File: config.mk
export PLATFORM = sky130hd
export DESIGN_NAME = fps_monitor
export DESIGN_NICKNAME = d
export VERILOG_FILES = /design/src/rtl/fps_monitor.sv
export SDC_FILE = /design/constraint.sdc
export NUM_CORES = 1
export LEC_CHECK = 0
export BUFFER_PORTS_ARGS = -buffer_cell sky130_fd_sc_hd__buf_2
export CORE_MARGIN = 1
export CORE_UTILIZATION = 53
export CTS_CLUSTER_DIAMETER = 100
export CTS_CLUSTER_SIZE = 16
export DETAILED_ROUTE_END_ITERATION = 8
export HOLD_SLACK_MARGIN = 0.08
export PLACE_DENSITY = 0.77
export SLEW_MARGIN = 10
export SYNTH_ARGS = -nofsm -noshare
export SYNTH_HDL_FRONTEND = slang
export SYNTH_SLANG_ARGS = --single-unit
File: constraint.sdc
create_clock -name clk -period 3.92 [get_ports clk]
set_input_delay 0.392 -clock clk [delete_from_list [all_inputs] [get_ports clk]]
set_output_delay 0.392 -clock clk [all_outputs]
set_load 0.01 [all_outputs]
File: src/rtl/fps_monitor.sv
// Frame-rate monitor: counts VSYNC frame starts per CLK_FREQ_HZ-cycle window,
// measures the frame period in clocks and keeps a running frame total.
module fps_monitor #(
  parameter int unsigned CLK_FREQ_HZ       = 100000000,
  parameter int unsigned FPS_WIDTH         = 16,
  parameter bit          VSYNC_ACTIVE_HIGH = 1'b1
) (
  input  logic        clk,
  input  logic        resetn,
  input  logic        enable,
  input  logic        frame_vsync,
  output logic [31:0] frames_per_second,
  output logic        fps_update,
  output logic [31:0] frame_period_clks,
  output logic [31:0] total_frame_count
);

  localparam int unsigned          TICK_W     = $clog2(CLK_FREQ_HZ);
  localparam logic [TICK_W-1:0]    TICK_LAST  = TICK_W'(CLK_FREQ_HZ - 1);
  localparam logic [FPS_WIDTH-1:0] FRAME_MAX  = '1;
  localparam logic                 VSYNC_IDLE = logic'(!VSYNC_ACTIVE_HIGH);

  typedef enum logic {
    DISABLED = 1'b0,
    RUN      = 1'b1
  } state_e;

  state_e                 state_q, state_d;
  logic                   vsync_q;
  logic [TICK_W-1:0]      tick_q, tick_d;
  logic [FPS_WIDTH-1:0]   frame_cnt_q, frame_cnt_d;
  logic [31:0]            period_cnt_q, period_cnt_d;
  logic                   period_valid_q, period_valid_d;
  logic [31:0]            fps_q, fps_d;
  logic                   fps_upd_q, fps_upd_d;
  logic [31:0]            period_out_q, period_out_d;
  logic [31:0]            total_q, total_d;

  logic                   frame_start;
  logic                   run;
  logic                   window_end;
  logic [FPS_WIDTH-1:0]   frame_inc;

  assign frame_start = VSYNC_ACTIVE_HIGH ? (frame_vsync & ~vsync_q)
                                         : (~frame_vsync & vsync_q);

  always_comb begin
    state_d = state_q;
    unique case (state_q)
      DISABLED: if (enable)  state_d = RUN;
      RUN:      if (!enable) state_d = DISABLED;
      default:                state_d = DISABLED;
    endcase
  end

  // The datapath follows the state being entered, so a window begins in the
  // very cycle enable is first seen high.
  assign run        = (state_d == RUN);
  assign window_end = (tick_q == TICK_LAST);
  assign frame_inc  = (frame_start && (frame_cnt_q != FRAME_MAX)) ?
                      frame_cnt_q + FPS_WIDTH'(1) : frame_cnt_q;

  always_comb begin
    tick_d         = tick_q;
    frame_cnt_d    = frame_cnt_q;
    period_cnt_d   = period_cnt_q;
    period_valid_d = period_valid_q;
    fps_d          = fps_q;
    fps_upd_d      = 1'b0;
    period_out_d   = period_out_q;
    total_d        = total_q;

    if (!run) begin
      tick_d         = '0;
      frame_cnt_d    = '0;
      period_cnt_d   = '0;
      period_valid_d = 1'b0;
    end else begin
      tick_d = window_end ? '0 : tick_q + TICK_W'(1);

      // A frame start on the closing cycle belongs to the closing window.
      if (window_end) begin
        fps_d       = 32'(frame_inc);
        frame_cnt_d = '0;
        fps_upd_d   = 1'b1;
      end else begin
        frame_cnt_d = frame_inc;
      end

      if (period_cnt_q != 32'hFFFF_FFFF) period_cnt_d = period_cnt_q + 32'd1;

      if (frame_start) begin
        if (period_valid_q) period_out_d = period_cnt_q;
        period_cnt_d   = 32'd1;
        period_valid_d = 1'b1;
        total_d        = total_q + 32'd1;
      end
    end
  end

  always_ff @(posedge clk or negedge resetn) begin
    if (!resetn) begin
      state_q        <= DISABLED;
      vsync_q        <= VSYNC_IDLE;
      tick_q         <= '0;
      frame_cnt_q    <= '0;
      period_cnt_q   <= '0;
      period_valid_q <= 1'b0;
      fps_q          <= '0;
      fps_upd_q      <= 1'b0;
      period_out_q   <= '0;
      total_q        <= '0;
    end else begin
      state_q        <= state_d;
      vsync_q        <= frame_vsync;
      tick_q         <= tick_d;
      frame_cnt_q    <= frame_cnt_d;
      period_cnt_q   <= period_cnt_d;
      period_valid_q <= period_valid_d;
      fps_q          <= fps_d;
      fps_upd_q      <= fps_upd_d;
      period_out_q   <= period_out_d;
      total_q        <= total_d;
    end
  end

  assign frames_per_second = fps_q;
  assign fps_update        = fps_upd_q;
  assign frame_period_clks = period_out_q;
  assign total_frame_count = total_q;

endmodule
# After elaboration in Yosys (flattened, before gate mapping)

Index checks and enable logic that the tools add are counted.

Bits in registers: 158
Output and inout port bits: 97

Add/sub/neg operators: 4
Equal/unequal tests: 5
Muxes and demuxes: 13
Bitwise logic cells: 2
Reductions and logical operators: 4

Operators by type and width:

| cell                                                                     | number |
|---|---|
| 32-bit 2-to-1 mux                                                        | 3 |
| 32-bit by 1-bit adder with 32-bit output (second input constant)         | 2 |
| 27-bit 2-to-1 mux                                                        | 2 |
| 16-bit 2-to-1 mux                                                        | 3 |
| 32-bit inequality test (second input constant)                           | 1 |
| 27-bit by 1-bit adder with 27-bit output (second input constant)         | 1 |
| 27-bit == test (second input constant)                                   | 1 |
| 16-bit by 1-bit adder with 16-bit output (second input constant)         | 1 |
| 16-bit inequality test (second input constant)                           | 1 |
| 1-bit 2-to-1 mux                                                         | 5 |
| 2-bit AND reduction                                                      | 2 |
| 3-bit by 1-bit inequality test with 1-bit output (second input constant) | 1 |
| 3-bit AND reduction                                                      | 1 |
| 2-bit by 1-bit inequality test with 1-bit output (second input constant) | 1 |
| 1-bit bitwise AND                                                        | 1 |
| 1-bit logical AND                                                        | 1 |
| 1-bit inverter                                                           | 1 |

# Depth between registers and ports, before layout

Gate-level depths: netlist of run 1.

Depth after elaboration: 6
Depth in mapped cells: 9

# Least setup slack after synthesis of run 1

Ideal clock, no wire load.

Path type: register -> register
Start: register period_cnt_q[0]
End: register period_cnt_q[1]
Setup time: 132 ps
Data arrival time: 1938 ps
Data required time: 3788 ps
Path slack: 1850 ps
Stages on the path, launching flop included: 10
Path buffers: 3
Cells stage by stage: dfrtp_1 > ha_1 > and4_1 > buf_2 > nand4_1 > nor4_2 > buf_2 > buf_2 > mux2i_1 > nor2_1

Cells in the longest elaborated chain, start to end: 4

RTL lines:

| element                                  | RTL line | RTL |
|---|---|---|
| from (decl)                              | 32       | `logic [31:0] period_cnt_q, period_cnt_d;` |
| from (signal assigned)                   | 118      | `period_cnt_q <= period_cnt_d;` |
| 32-bit by 1-bit adder with 32-bit output | 90       | `if (period_cnt_q != 32'hFFFF_FFFF) period_cnt_d = period_cnt_q + 32'd1;` |
| 32-bit 2-to-1 mux                        | 90       |  |
| 32-bit 2-to-1 mux                        | 92       | `if (frame_start) begin` |
| 32-bit 2-to-1 mux                        | 73       | `if (!run) begin` |

Parallel ways exist; a longest one is shown, timed or not. The select of a mux whose other input is x is not followed.
A chain may end at the register's enable or synchronous reset.

# Worst setup path in the final report of run 1

Start: register tick_q[0]
End: register frame_cnt_q[4]

Cells in the longest elaborated chain, start to end: 3

RTL lines:

| element                | RTL line | RTL |
|---|---|---|
| from (decl)            | 30       | `logic [TICK_W-1:0] tick_q, tick_d;` |
| from (signal assigned) | 116      | `tick_q <= tick_d;` |
| 27-bit == test         | 59       | `assign window_end = (tick_q == TICK_LAST);` |
| 16-bit 2-to-1 mux      | 82       | `if (window_end) begin` |
| 16-bit 2-to-1 mux      | 73       |  |
| net frame_cnt_d[4]     | 31       | `logic [FPS_WIDTH-1:0] frame_cnt_q, frame_cnt_d;` |
| to (signal assigned)   | 117      | `frame_cnt_q <= frame_cnt_d;` |
| to (decl)              | 31       |  |

The timed path passes the listed nets, and every way through them passes these cells.

==> results of run 1 <==
## registers in the layout (all words and copies together), names as in the netlist
signal,count
frames_per_second,16
frame_period_clks,32
period_valid_q,1
total_frame_count,32
fps_update,1
frame_cnt_q,16
vsync_q,1
tick_q,27
period_cnt_q,32
## placed cells by master (no fill, tap or decap), types with 16 or more instances in the layout
master / count
dfrtp_1: 158
buf_2: 83
nor2_1: 71
nand2_1: 55
xnor2_1: 48
nand3_1: 44
inv_1: 30
nand4_1: 29
mux2_2: 28
xor2_1: 27
mux2i_1: 20
nor3_1: 19
clkbuf_16: 17
a21oi_1: 16
conb_1: 16
## final cells by class
cell class	instances	area share (%)
Timing Repair Buffer	90	5.481
Tap cell	176	2.559
Inverter	30	1.309
Sequential cell	158	45.94
Clock buffer	24	5.830
Multi-Input combinational cell	497	37.37
Clock inverter	6	1.512
## worst max-delay path by stage
| stage | from | to | slack, ns | cells past startpoint |
|---|---|---|---|---|
| floorplan | period_cnt_q[0]$_DFFE_PN0P_ | period_cnt_q[1]$_DFFE_PN0P_ | 1.85 | 9 |
| global placement | tick_q[0]$_DFF_PN0_ | frame_cnt_q[1]$_DFF_PN0_ | 1.41 | 7 |
| detailed placement | tick_q[0]$_DFF_PN0_ | tick_q[5]$_DFF_PN0_ | 1.30 | 7 |
| CTS | tick_q[0]$_DFF_PN0_ | tick_q[26]$_DFF_PN0_ | 1.28 | 7 |
| global route | tick_q[0]$_DFF_PN0_ | frame_cnt_q[8]$_DFF_PN0_ | 1.00 | 7 |
| finish | tick_q[0]$_DFF_PN0_ | frame_cnt_q[4]$_DFF_PN0_ | 1.24 | 7 |
## cells by family (layout without fill, tap and decap cells)
family                     after synthesis  count (layout)  synth area share [%]
adders and majority gates                4               4                0.6724
other                                    1              16               0.05038
muxes                                   48              48                 6.925
buffers and inverters                   72             150                 4.673
and+or+nand+nor                        297             297                 20.74
DFF                                    158             158                 53.12
AOI/OAI and AO/OA                       57              57                 4.992
xor gates and xnor gates                75              75                 8.825
## metal layers
layer / wire length, microns / GRT usage (%)
met2: 7634 / 38.65
met5: 0 / 0
met1: 6680 / 28.43
met3: 736 / 5.283
met4: 291 / 8.488
## report_power, final
group	leakage (nW)	switching [mW]	internal, mW
combinational	1.57	0.116	0.0640
sequential	2.10	0.0380	1.67
clock	0.312	0.604	1.14
total	3.98	0.759	2.87
## metrics by stage
step | worst slack (ns) | util [%] | cells
2_1_floorplan | 1.850 | - | 727
3_3_place_gp | 1.413 | 59.27 | 951
3_5_place_dp | 1.298 | 59.27 | 951
4_1_cts | 1.276 | 63.97 | 981
5_1_grt | 1.002 | 63.97 | 981
6_report | 1.239 | 63.97 | 981
==> impl_metrics.csv, run 1 <==
group,metric,value,unit
drt,drc,0,
run_status,outcome,"finished clean",
placement,placed_cell_area,7974,sq um
synth,synthArstFlopShare,100.0,%
synth,avgSynthCellArea,10.45,sq um
flow_run,cap_violations,0,
sta,timing.slew.headroom,30.85,%
clock_tree,numCtsBuffers,17,
setup_path,end_kind,"register",
floorplan,num_rows,42,
setup_path,cp_slowest_cell,"o41ai_4",
synth,syn_inst,712,
setup_path,worstSetupStartpointType,"register",
synth,yosysWarningCount,0,
synth,netlist_top_cells_area,"dfrtp_1 (53%), xnor2_1 (5.6%), mux2_2 (4.2%)",
synth,ys_seq_area_share,53.12,%
clock_tree,insertion_delay,0.42,ns
setup_path,required,4.21,ns
sta,post-route-period-util,68.39,%
setup_path,r2r-end,"frame_cnt_q[4]$_DFF_PN0_",
global_route,grt_use_total,22.80,%
setup_path,cpPeakStageDelay,0.71,ns
synth,netlist_top_cells_count,"dfrtp_1 (158), nor2_1 (71), nand2_1 (55)",
setup_path,r2r_slack,1.24,ns
setup_path,ff2ff_path_depth,7,
floorplan,fp.dieH,120.5,microns
sta,worstMarginPinSlew,1.028,ns
drt,wl_per_cell,15.64,microns
setup_path,critPathArrivalTime,2.97,ns
sta,skew,0.006492,ns
drt,num_vias,5567,
synth,synth.cell_area,7443,sq um
placement,dpl.hpwl,10480,microns
clock_tree,cts_sinks,158,
pwr,p_leak,3.979,nW
layout,num_antenna_cells,0,
layout,area_growth,15.62,%
drt,vias_per_cell,5.675,
synth,ys_ff_latch,158,
sta,fin_tns_setup,0,ns
global_route,grt-ovfl-total,0,
drt,ant_nets,0,
global_route,grt_max_degree,94,
pwr,irDropWorstVdd,0.0002950,V
hold_path,hold_class,"primary input to async pin",
placement,io_buffers,84,
synth,synth_top_cell_by_area,"dfrtp_1",
clock_tree,htreeDepth,4,
clock_tree,tritoncts,"built",
setup_path,cp_max_fo,32,
clock_tree,ctsHoldBuffers,0,
floorplan,dieArea,14520,sq um
layout,drive_above_1_share,18.76,%
floorplan,pin_count,101,
pwr,powerDensity,422.0,nW/um^2
layout,final-seq-area,3954,sq um
synth,synth_ff_type,"dfrtp_1",
setup_path,reg2reg_from,"tick_q[0]$_DFF_PN0_",
sta,finalSetupViolCount,0,
setup_path,crit_chain,"ha_1, nand3_1, nor2_1, nand2_1, o41ai_4, buf_4, nor2_1",
drt,firstDrtPassIters,5,
layout,multi_input_area,3216,sq um
clock_tree,ctsResizeCount,0,
layout,fillCellCount,1093,
clock_tree,path_clk_slew,0.06,ns
floorplan,floorplan.initialDensity,55.33,%
drt,initialDrtViolationCount,313,
global_route,grt_first_pass_wirelength,26250,microns
sta,holdWs,0.04538,ns
clock_tree,clk_path_buf_depth,2,
global_route,grt_pass1_vias,5556,
setup_path,path_class,"register to register",
pwr,p_total,3.632,mW
sta,rsz0062_at_grt,"no",
synth,yosysMostFrequentCell,"dfrtp_1",
sta,final-hold-violation-count,0,
synth,yosysTopAreaCellShare,53.12,%
sta,period_minus_slack,2.681,ns
setup_path,crit_buf_inv,1,
layout,fin_area,8606,sq um
clock_tree,postCtsSetupRepairBufs,0,
global_route,antenna_found_initial,0,
setup_path,path_delay_family,"simple AND/OR/NAND/NOR gates",
setup_path,cp_common_cell,"nor2_1",
synth,synth_cell_types,49,
floorplan,coreArea,13450,sq um
synth,synth_edf_count,0,
drt,wl,15340,microns
layout,nNetsFinal,802,
sta,max_clock_freq,0.3730,GHz
sta,report.final.slew_viol_count,0,
floorplan,die_w,120.5,microns
placement,place_congestion,0.9080,
clock_tree,root_buffer,"clkbuf_16",
Note: power is estimated with default switching activity, not from simulation.
==> inputs of run 2 (changes only) <==
Settings changed: ABC_AREA set to 1, PLACE_DENSITY 0.77 to 0.76.
Clock period 3.92 ns to 2.75 ns, I/O delays scaled along.
==> run 2 against run 1 <==
Against the previous run:
- total power grew 44%
- global-route usage grew 3.5 points
- sequential share of layout area shrank 6.7 points
- die area grew 19%
- utilization shrank 1.4 points
- clock skew shrank 0.0012 ns
- critical endpoint is now frame_period_clks[11]$_DFFE_PN0P_
==> impl_metrics.csv, run 2 <==
group,metric,value,unit
flow_run,cap_violations,0,
clock_tree,insertion_delay,0.42,ns
sta,final-hold-violation-count,0,
synth,synth_top_family_by_area,"simple AND/OR/NAND/NOR gates",
global_route,grt-ovfl-total,0,
layout,fillCellCount,1457,
sta,fin_ws,0.4093,ns
sta,report.final.slew_viol_count,0,
layout,num_antenna_cells,0,
drt,drc,0,
drt,highest_layer,"met4",
global_route,grt_first_pass_wirelength,36660,microns
synth,synth_ff_type,"dfrtp_1",
setup_path,cp_slowest_cell,"dlygate4sd3_1",
setup_path,end_kind,"register",
clock_tree,numCtsBuffers,17,
synth,synthArstFlopShare,100.0,%
layout,area_growth,13.72,%
synth,synthSimpleGateAreaFrac,37.21,%
floorplan,coreArea,16120,sq um
layout,fin_area,10080,sq um
clock_tree,clk_path_buf_depth,2,
placement,placed_cell_area,9463,sq um
setup_path,cpPeakStageDelay,0.54,ns
synth,yosysWarningCount,0,
floorplan,floorplan.initialDensity,55.02,%
synth,synth_edf_count,0,
synth,netlist_top_cells_area,"dfrtp_1 (45%), nand2_1 (18%), nor2_1 (7.5%)",
synth,syn_inst,1232,
global_route,grt_max_degree,71,
sta,period_minus_slack,2.341,ns
layout,final-seq-area,3954,sq um
clock_tree,postCtsSetupRepairBufs,0,
pwr,irDropWorstVdd,0.0003942,V
layout,drive_above_1_share,12.28,%
synth,ys_ff_latch,158,
clock_tree,path_clk_slew,0.06,ns
placement,place_ws,0.5615,ns
pwr,swShare,23.45,%
layout,final_common_cell,"nand2_1",
clock_tree,tritoncts,"built",
setup_path,worstSetupStartpointType,"primary input",
synth,avgSynthCellArea,7.196,sq um
pwr,seqPwrFrac,47.1,%
setup_path,cp_max_fo,40,
sta,post-route-period-util,85.11,%
layout,stdcell_count,1551,
drt,route.met3.wl,1089,microns
drt,route.met2.wl,10230,microns
hold_path,hold_class,"primary input to register",
run_status,outcome,"finished clean",
setup_path,crit_chain,"dlygate4sd3_1, buf_2, inv_1, nor2_4, nand2_4, inv_1, nand2_2, buf_4, nand2_1, o21ai_0",
floorplan,fp.dieH,131.3,microns
setup_path,critPathArrivalTime,2.63,ns
synth,yosysMostFrequentCell,"nand2_1",
sta,timing.slew.headroom,51.49,%
setup_path,required,3.04,ns
layout,nNetsFinal,1332,
pwr,clkPwrFrac,46.3,%
synth,synth_cell_types,38,
placement,place_congestion,0.9735,
sta,fin_tns_setup,0,ns
clock_tree,cts_sinks,158,
synth,synthAdderAreaFrac,0.5645,%
synth,synthXorXnorAreaFrac,3.458,%
drt,wl_met1,9989,microns
pwr,power.internal,4.008,mW
setup_path,crit_buf_inv,5,
sta,finalSetupViolCount,0,
pwr,p_sw,1.228,mW
placement,io_buffers,84,
drt,vias_per_cell,5.228,
drt,wl_per_cell,14.02,microns
global_route,grt_pass1_vias,7527,
floorplan,die_w,131.3,microns
pwr,p_leak,4.753,nW
sta,worstMarginPinSlew,0.7268,ns
synth,synthMuxAreaShare,0.2540,%
synth,netlist_top_cells_count,"nand2_1 (421), nor2_1 (178), dfrtp_1 (158)",
synth,ys_seq_area_share,44.59,%
drt,initialDrtViolationCount,686,
sta,max_clock_freq,0.4272,GHz
drt,firstDrtPassIters,7,
clock_tree,htreeDepth,4,
global_route,grt_use_total,26.33,%
setup_path,cp_common_cell,"inv_1",
drt,num_vias,8108,
pwr,powerDensity,519.2,nW/um^2
placement,dp_cells,1519,
synth,synth.cell_area,8866,sq um
sta,rsz0062_at_grt,"no",
floorplan,num_rows,46,
synth,synth_top_cell_by_area,"dfrtp_1",
placement,dpl.hpwl,16160,microns
clock_tree,ctsResizeCount,0,
floorplan,pin_count,101,
drt,ant_nets,0,
global_route,antenna_found_initial,0,
synth,yosysTopAreaCellShare,44.59,%
drt,wl,21740,microns
layout,final_cell_mix,"nand2_1 (420), nor2_1 (178), dfrtp_1 (158), inv_1 (123), nand3_1 (92)",
clock_tree,root_buffer,"clkbuf_16",
setup_path,path_delay_family,"buffers and inverters",
floorplan,dieArea,17250,sq um
layout,multi_input_area,4239,sq um
pwr,combPwrFrac,6.7,%
synth,synth_compound_area_share,5.617,%
sta,holdWs,0.1852,ns
setup_path,path_class,"primary input to register",
sta,skew,0.005291,ns
## run 2: changes by cell type after synthesis, moves of 33 or more
cell	change
xnor2_1	-33
nand2_1	+366
inv_1	+93
nand3_1	+48
o21ai_0	+51
nor2_1	+107
## run 2: area by class of cell
class	instances	share of cell area (%)
clock inverters	6	1.067
well taps	216	2.681
multi-input cells	924	42.05
repair buffers	97	5.374
inverters	126	4.741
clock buffers	24	4.877
flip-flops and latches	158	39.22
## run 2: final timing paths
path	slack, ns	cells past startpoint	to	from
worst max-delay path	0.41	10	frame_period_clks[11]$_DFFE_PN0P_	frame_vsync
worst min-delay path	0.19	3	period_valid_q$_DFFE_PN0P_	enable
worst max register to register	0.56	7	frame_period_clks[11]$_DFFE_PN0P_	vsync_q$_DFF_PN0_
worst min register to register	0.47	2	frames_per_second[12]$_DFFE_PN0P_	frames_per_second[12]$_DFFE_PN0P_
max in group asynchronous	1.62	3	frames_per_second[11]$_DFFE_PN0P_	resetn
min in group asynchronous	0.43	2	tick_q[26]$_DFF_PN0_	resetn
## run 2: worst register-to-register path: stages (launching register included)
cell     delay, ns
dfrtp_1       0.40
nor2_4        0.24
nand2_4       0.19
inv_1         0.34
nand2_2       0.34
buf_4         0.35
nand2_1       0.10
o21ai_0       0.08
## run 2: power by group through the flow
stage | Clock (mW) | Combinational (mW) | Sequential [mW]
after detailed placement | 0 | 0.351 | 2.50
after global routing | 2.55 | 0.391 | 2.47
after floorplan | 0 | 0.191 | 2.51
final | 2.42 | 0.348 | 2.47
after CTS | 2.45 | 0.355 | 2.46
after global placement | 0 | 0.345 | 2.50
## run 2: cells by family after synthesis
family                   count (synthesis)
AO/OA/AOI/OAI                           95
XOR/XNOR                                35
adder cells (fa/ha/maj)                  4
buffers and inverters                  165
flip-flops                             158
multiplexers                             2
other                                    1
AND/OR/NAND/NOR                        772
## run 2: per-stage QoR
stage                     total power [mW]  utilization, %
after floorplan                      2.702               -
after global placement               2.850           58.72
after detailed placement             2.856           58.72
after CTS                            5.270           62.56
after global routing                 5.415           62.56
final                                5.235           62.56
## run 2: metal layers
metal	up-vias	GRT usage (%)
li1	4027	-
met1	3800	36.10
met2	244	42.91
met5	-	0
met4	0	8.398
met3	37	4.012
## run 2: timing repair
item | 4_1_cts | 5_1_grt
hold buffers | 2 | 0
setup endpoints to repair | 0 | 0
endpoints found under the hold margin | 66 | 0
==> inputs of run 3 (changes only) <==
Settings changed: CORE_ASPECT_RATIO set to 0.7.
==> run 3 against run 2 <==
Against the previous run:
- count of clock-buffer cells in the layout fell by 6
- first-iteration DRC count rose by 18%
- clock skew rose by 0.0093 ns
- fmax rose by 4.5%
- setup slack improved by 0.10 ns
- via count rose by 0.26%
==> impl_metrics.csv, run 3 (same netlist as run 2, synthesis figures left out) <==
group,metric,value,unit
pwr,irDropWorstVdd,0.0003718,V
setup_path,required,3.07,ns
layout,fillCellCount,1483,
clock_tree,postCtsSetupRepairBufs,0,
layout,fin_area,10070,sq um
setup_path,path_class,"primary input to register",
clock_tree,htreeDepth,4,
setup_path,cp_slowest_cell,"dlygate4sd3_1",
floorplan,die_w,156.6,microns
layout,area_growth,13.62,%
layout,num_antenna_cells,0,
sta,timing.slew.headroom,55.79,%
sta,max_clock_freq,0.4465,GHz
setup_path,end_kind,"register",
clock_tree,path_clk_slew,0.07,ns
drt,wl,22590,microns
clock_tree,cts_sinks,158,
sta,period_minus_slack,2.240,ns
global_route,grt_use_total,27.56,%
clock_tree,root_buffer,"clkbuf_16",
pwr,powerDensity,520.1,nW/um^2
setup_path,cp_common_cell,"inv_1",
layout,nNetsFinal,1328,
sta,rsz0062_at_grt,"no",
layout,final_common_cell,"nand2_1",
floorplan,floorplan.initialDensity,54.24,%
placement,io_buffers,84,
drt,initialDrtViolationCount,808,
setup_path,cp_max_fo,62,
hold_path,hold_class,"primary input to register",
clock_tree,insertion_delay,0.43,ns
drt,wl_per_cell,14.50,microns
placement,dpl.hpwl,16660,microns
global_route,grt_first_pass_wirelength,36370,microns
setup_path,cpPeakStageDelay,0.54,ns
floorplan,dieArea,17260,sq um
layout,final_cell_mix,"nand2_1 (420), nor2_1 (178), dfrtp_1 (158), inv_1 (123), nand3_1 (92)",
placement,placed_cell_area,9444,sq um
sta,skew,0.01455,ns
setup_path,crit_buf_inv,5,
drt,ant_nets,0,
setup_path,path_delay_family,"buffers and inverters",
placement,place_ws,0.6639,ns
setup_path,worstSetupStartpointType,"primary input",
global_route,grt-ovfl-total,0,
global_route,grt_pass1_vias,7012,
placement,place_congestion,0.9885,
layout,drive_above_1_share,12.38,%
floorplan,num_rows,39,
sta,fin_tns_setup,0,ns
setup_path,crit_chain,"dlygate4sd3_1, buf_2, inv_1, nor2_4, nand2_4, inv_1, nand2_2, buf_4, mux2_2",
sta,finalSetupViolCount,0,
sta,final-hold-violation-count,0,
floorplan,fp.dieH,110.2,microns
run_status,outcome,"finished clean",
drt,firstDrtPassIters,5,
global_route,antenna_found_initial,0,
sta,post-route-period-util,81.44,%
sta,fin_ws,0.5104,ns
sta,report.final.slew_viol_count,0,
drt,num_vias,8129,
drt,drc,0,
sta,worstMarginPinSlew,0.6632,ns
flow_run,cap_violations,0,
setup_path,critPathArrivalTime,2.56,ns
pwr,p_leak,4.741,nW
floorplan,pin_count,101,
clock_tree,numCtsBuffers,17,
floorplan,coreArea,16350,sq um
global_route,grt_max_degree,72,
drt,vias_per_cell,5.218,
clock_tree,clk_path_buf_depth,2,
clock_tree,tritoncts,"built",
-- run 3: cell types whose count changed in the layout (fill, tap and decap cells not counted), sizes merged --
cell,previous run,this run
buf,95,91
bufinv,3,2
clkbuf,24,18
clkinv,3,4
inv,125,133
-- run 3: final timing paths --
check	from	end	slack [ns]	cells after the start
worst min register to register	frames_per_second[4]$_DFFE_PN0P_	frames_per_second[4]$_DFFE_PN0P_	0.47	2
max in group asynchronous	resetn	period_cnt_q[24]$_DFFE_PN0P_	1.56	3
worst min-delay path	enable	period_valid_q$_DFFE_PN0P_	0.18	3
worst max-delay path	frame_vsync	frame_period_clks[2]$_DFFE_PN0P_	0.51	9
worst max register to register	period_cnt_q[1]$_DFFE_PN0P_	period_cnt_q[0]$_DFFE_PN0P_	0.63	8
min in group asynchronous	resetn	frame_period_clks[17]$_DFFE_PN0P_	0.42	2
-- run 3: where the power goes --
part | internal [mW] | switching [mW]
clock network | 1.40 | 1.04
logic | 0.105 | 0.236
registers | 2.38 | 0.0778
total | 3.89 | 1.35
-- run 3: area by class of cell --
cell class | count | area (sq um) | area share (%)
multi-input combinational | 924 | 4239 | 42.08
sequential | 158 | 3954 | 39.25
timing repair buffer | 93 | 511.7 | 5.080
inverter | 126 | 478.0 | 4.745
clock buffer | 18 | 439.2 | 4.360
tap | 225 | 281.5 | 2.795
clock inverter | 14 | 170.2 | 1.689
-- run 3: worst min-delay path, cell delays in order --
cell and delay [ns]:
buf_2 0.17, nand2_1 0.07, nand2_1 0.05
-- run 3: repair_timing --
item | CTS | global route
gates resized for setup | 0 | 0
hold endpoints to repair | 69 | 0
hold buffers | 2 | 0
-- run 3: per-layer routing --
layer | wire length [microns] | global-route usage, %
met5 | 0 | 0
met4 | 99 | 5.182
met3 | 2074 | 7.115
met2 | 8887 | 36.73
met1 | 11530 | 43.89
-- run 3: per-stage QoR --
stage / power (mW) / hold slack [ns] / cells / util, %
3_5_place_dp: 2.844 / 0.3363 / 1524 / 57.77
3_3_place_gp: 2.837 / 0.3354 / 1524 / 57.77
6_report: 5.239 / 0.1760 / 1558 / 61.62
5_1_grt: 5.453 / 0.1730 / 1558 / 61.62
4_1_cts: 5.269 / 0.1677 / 1558 / 61.62
2_1_floorplan: 2.702 / -0.02059 / 1247 / -
